===== src/rtl/req_priority_encoder.sv =====
// req_priority_encoder: queues multi-hot requests in a pending register and issues them
// one index per valid/ready transfer, highest priority first.
module req_priority_encoder #(
   parameter int N         = 8,
   parameter int W         = 3,
   parameter int MSB_FIRST = 1
) (
   input  logic         clk,
   input  logic         rst,
   input  logic [N-1:0] req_in,
   input  logic         req_load,
   output logic [W-1:0] out_idx,
   output logic         out_valid,
   input  logic         out_ready,
   output logic [N-1:0] pending,
   output logic         busy,
   output logic         overflow
);
   logic [N-1:0] pend_q, pend_d, merged;
   logic [W-1:0] idx_q, idx_d, pick;
   logic         vld_q, vld_d, ovf_q, ovf_d, slot_free;
   assign merged    = pend_q | (req_load ? req_in : '0);
   assign slot_free = ~vld_q | out_ready;
   // The scan runs toward the priority end so the last hit is the winner.
   always_comb begin
      pick = '0;
      for (int i = 0; i < N; i++)
         if (merged[MSB_FIRST != 0 ? i : N-1-i]) pick = W'(MSB_FIRST != 0 ? i : N-1-i);
   end
   always_comb begin
      pend_d = slot_free ? (merged & ~({{(N-1){1'b0}}, 1'b1} << pick)) : merged;
      vld_d  = slot_free ? |merged : vld_q;
      idx_d  = (slot_free && |merged) ? pick : idx_q;
      ovf_d  = req_load & |(req_in & pend_q);
   end
   always_ff @(posedge clk) begin
      if (rst) begin
         pend_q <= '0;
         idx_q  <= '0;
         vld_q  <= 1'b0;
         ovf_q  <= 1'b0;
      end else begin
         pend_q <= pend_d;
         idx_q  <= idx_d;
         vld_q  <= vld_d;
         ovf_q  <= ovf_d;
      end
   end
   assign out_idx   = idx_q;
   assign out_valid = vld_q;
   assign pending   = pend_q;
   assign overflow  = ovf_q;
   assign busy      = vld_q | (|pend_q);
endmodule


===== config.mk =====
export PLATFORM = sky130hd
export DESIGN_NAME = req_priority_encoder
export DESIGN_NICKNAME = d
export VERILOG_FILES = /design/src/rtl/req_priority_encoder.sv
export SDC_FILE = /design/constraint.sdc
export NUM_CORES = 1
export LEC_CHECK = 0
export BUFFER_PORTS_ARGS = -buffer_cell sky130_fd_sc_hd__buf_2
export CORE_MARGIN = 2
export CORE_UTILIZATION = 51
export DETAILED_ROUTE_END_ITERATION = 10
export GPL_TIMING_DRIVEN = 0
export PLACE_DENSITY_LB_ADDON = 0.1
export SLEW_MARGIN = 20
export SYNTH_ARGS = -nofsm -noshare
export SYNTH_HDL_FRONTEND = slang
export SYNTH_SLANG_ARGS = --single-unit

===== constraint.sdc =====
create_clock -name clk -period 4 [get_ports clk]
set_input_delay 0 -clock clk [delete_from_list [all_inputs] [get_ports clk]]
set_output_delay 0 -clock clk [all_outputs]
set_load 0.005 [all_outputs]

# Word-level counts from Yosys, hierarchy flattened
# Cells that the tools add are included.
dict set report word_totals {
  ramBits 0
  word_cells 26
  mem_bits_ro 0
  mem_count 0
  inputBits 12
  ff_bits 13
  latchBits 0
  out_inout_bits 14
}
dict set report op_classes {
  magnitude_cmp 0
  eq_ne 0
  reduce_logical 4
  addsub 0
  shift 1
  mul 0
  div 0
  bitwise_logic 8
  n_mux 9
}
# operator count
set op_table {}
lappend op_table {{$reduce_or 8->1} 3}
lappend op_table {{$mux 3} 6}
lappend op_table {{$and 8x8->8} 2}
lappend op_table {{$mux 8} 2}
lappend op_table {{$not 8->8} 1}
lappend op_table {{$or 8x8->8} 1}
lappend op_table {{$shl 1x3->8 const A} 1}
lappend op_table {{$or 1x1->1} 2}
lappend op_table {{$and 1x1->1} 1}
lappend op_table {{$logic_and 1x1->1} 1}
lappend op_table {{$mux 1} 1}
lappend op_table {{$not 1->1} 1}

# Logic depth before layout (Yosys ltp)
dict set report logic_depth {
  depth_word 13
  ltp_mapped 5
  mapped_depth_nobuf 4
}

# Worst setup path after synthesis
# OpenSTA, ideal clock, no wires.
dict set report synth_path {
  path_kind {reg-to-reg}
  from {register pend_q[5], in the netlist pending[5]}
  to {register pend_q[0], in the netlist pending[0]}
  path_slack_ns 2.702
  t_required_ns 3.875
  n_path_buf 0
  path_stages_with_launch 4
  period_less_slack_ns 1.298
  arrival_ns 1.173
  setup_time_ns 0.125
  cell_sequence {dfxtp_1 > a21oi_1 > o21ai_1 > o41a_1}
}
dict set report synth_via {
  elab_chain_len 8
}
# item line_no
set synth_rtl {}
lappend synth_rtl {{from (decl)} 19} ;# logic [N-1:0] pend_q, pend_d, merged;
lappend synth_rtl {{from (signal assigned)} 43} ;# pend_q <= pend_d;
lappend synth_rtl {{$or 8x8->8} 22} ;# assign merged = pend_q | (req_load ? req_in : '0);
lappend synth_rtl {{$mux 3 (3 in a row)} 28} ;# if (merged[MSB_FIRST != 0 ? i : N-1-i]) pick = W'(MSB_FIRST != 0 ? i : N-1-i);
lappend synth_rtl {{$shl 1x3->8} 31} ;# pend_d = slot_free ? (merged & ~({{(N-1){1'b0}}, 1'b1} << pick)) : merged;
lappend synth_rtl {{$not 8->8} 31}
lappend synth_rtl {{$and 8x8->8} 31}
lappend synth_rtl {{$mux 8} 31}
# Every way passes these cells.
# A chain may end at the register's enable or synchronous reset.

# Worst setup path after layout
dict set report layout_path {
  from {register pend_q[5], in the netlist pending[5]}
  to {register pend_q[2], in the netlist pending[2]}
}
# Same word-level chain as after synthesis.

==> flow_metrics.tcl <==
set metrics [dict create \
    status "completed" \
    drtPass1Iterations 4 \
    die_h_um 42.0 \
    r2r-end "pending[2]$_SDFF_PP0_" \
    initial_core_util_pct 55.3 \
    cp-start-kind "flop" \
    hold_slack_ns 0.0816 \
    r2r_cells 4 \
    final_max_slew_viol_count 0 \
    dieArea_um2 1770 \
    power_mw 0.322 \
    maxCapViolations 0 \
    core-area_um2 1330 \
    syn-num-nets 96 \
    yosysSeqAreaShare_pct 35.3 \
    rrSetupSlack_ns 2.42 \
    cts-resized-gates 0 \
    drt_iter0_markers 28 \
    die_x_um 42.0 \
    grt_max_degree 11 \
    critical_path_required_ns 4.13 \
    ys_ff_latch 13 \
    place_congestion 0.871 \
    multi_input_area_um2 455 \
    finalCritPeriodShare_pct 39.5 \
    ios 26 \
    setup_tns_ns 0 \
    crit_path_max_incr_delay_ns 0.41 \
    synth.most_common_cell "dfxtp_1" \
    finalCriticalPeriod_ns 1.58 \
    routedWlPerCell_um 14.5 \
    worstMarginPinSlew_ns 0.472 \
    clockBufferDepth 2 \
    fillers 115 \
    synth.distinct_cells 33 \
    fin_ws_ns 2.42 \
    holdPathEnd "pending[2]$_SDFF_PP0_" \
    rows 13 \
    hp-start "rst" \
    post-route-util_pct 68.1 \
    async_flop_share_pct 0 \
    timing.critical_path.buf_inv 0 \
    io_buffer_count 25 \
    antenna_found_initial 0 \
    cp_slowest_cell "a21oi_1" \
    final_antenna_net_count 0 \
    dpl.hpwl_um 1440 \
    post-cts-setup-buffer-count 0 \
    worstSkewPairLatency_ns 0.28 \
    fmax_ghz 0.634 \
    synth_ff_type "dfxtp_1" \
    synth.area.top_cells "dfxtp_1, a21oi_1, a22oi_1" \
    critPathTopFamily "compound AO/OA/AOI/OAI gates" \
    finClkSkew_ns 0.0122 \
    cts.sinks 13 \
    first_global_vias 700 \
    crit_fanout 5 \
    whs_path_depth 4 \
    worst_setup_hold_path_clk_slew_ns 0.09 \
    grt_pass1_wl_um 3010 \
    setup_viol 0 \
    critPathKind "reg2reg" \
    power.density_nw_per_um2 354 \
    setup.worst_path.start "pending[5]$_SDFF_PP0_" \
    synthCells 84 \
    rsz0062_at_grt "false" \
    globalRouteOverflowTotal 0 \
    hold_class "in2reg" \
    relSlewSlack_pct 68.5 \
    crit_path_end_kind "flop" \
    synth-edff-count 0 \
    n_antenna_cell 0 \
    ir_drop_mv 0.215 \
    synth.cell_area_um2 738 \
    netlist_top_cells_count "dfxtp_1, nor2_1, a21oi_1, nand2_1" \
    seqCellArea_um2 260 \
    p_leak_nw 0.391 \
    synth_area_per_cell_um2 8.79 \
    root_buffer "clkbuf_4" \
    arrival_ns 1.70 \
    r2r-start "pending[5]$_SDFF_PP0_" \
    vias_per_cell 6.22 \
    cts_tree "built" \
    wirelength_um 1860 \
    yosys.area.top_type "dfxtp_1" \
    area_growth_syn_to_layout_pct 23.1 \
    grt.total_usage_pct 21.9 \
    yosysTopAreaCellShare_pct 35.3 \
    crit_chain "a21oi_1, o211ai_1, a21boi_1, a41oi_1" \
    cts_hold_buffers 0 \
    num_vias 796 \
    fin_nets 126 \
    yosysWarnings 0 \
    cts_buffers 3 \
    place_worst_setup_slack_ns 2.53 \
    cts.htree.levels 1 \
    drive_gt1_share_pct 31.9 \
    hold_violations 0 \
    drc 0 \
]
-- worst max path at each step --
stage | to | cells after the start
6_report | pending[2]$_SDFF_PP0_ | 4
5_1_grt | pending[2]$_SDFF_PP0_ | 4
4_1_cts | pending[2]$_SDFF_PP0_ | 4
3_5_place_dp | pending[2]$_SDFF_PP0_ | 4
3_3_place_gp | pending[0]$_SDFF_PP0_ | 3
2_1_floorplan | pending[0]$_SDFF_PP0_ | 3
-- routing by layer --
metal  track usage [%]  up-vias  part of all wire (%)
met2              32.8       39                    42
met4              9.38        0                   2.2
met3              4.74        7                   7.5
li1                  -      392                     -
met5                 0        -                     0
met1              30.5      358                    48
-- registers in the layout (all words and copies together), names as in the netlist --
signal and cells:
pending 8, out_idx 3, out_valid 1, overflow 1
-- logic make-up (layout without fill, tap and decap cells) --
family                 count (synthesis)  in the layout  synth area share, %
AOI/OAI and AO/OA                     37             37                 40.3
and+or+nand+nor                       29             29                 20.0
DFF                                   13             13                 35.3
buffers and inverters                  4             33                 3.05
muxes                                  1              1                 1.36
-- through the flow --
| stage | cell area [um2] | cells |
|---|---|---|
| 2_1_floorplan | 738 | 84 |
| 3_3_place_gp | 882 | 124 |
| 3_5_place_dp | 882 | 124 |
| 4_1_cts | 908 | 128 |
| 5_1_grt | 908 | 128 |
| 6_report | 908 | 128 |
-- where the power goes --
| part | internal (mW) | total, mW | switching (mW) |
|---|---|---|---|
| Clock | 0.0387 | 0.0835 | 0.0448 |
| Sequential | 0.140 | 0.150 | 0.00984 |
| Combinational | 0.0388 | 0.0886 | 0.0498 |
| Total | 0.217 | 0.322 | 0.104 |
-- area by class of cell --
type | count | share of cell area (%)
multi-input cells | 67 | 50.1
flip-flops and latches | 13 | 28.7
repair buffers | 25 | 13.8
clock buffers | 4 | 2.89
plain buffers | 3 | 2.07
well taps | 15 | 2.07
inverters | 1 | 0.413
-- cells in the final DEF (no fill, tap or decap), drive strengths merged, types with 2 or more instances in the layout --
cell type	instances
o21a	3
a22oi	4
nor3	3
nand4	4
a21oi	7
o21ai	7
a21boi	2
a41oi	2
and4	2
nand2	6
a211oi	3
dfxtp	13
nor2	8
a21o	2
nand3	2
and3	2
clkbuf	6
a31oi	2
buf	26
-- worst reg2reg max path, delay by kind of cell (launching register included) --
kind	cells	cell delay (ns)
AO/OA/AOI/OAI	4	1.05
flip-flops	1	0.38
No activity file was read; power rests on OpenSTA's default activity.
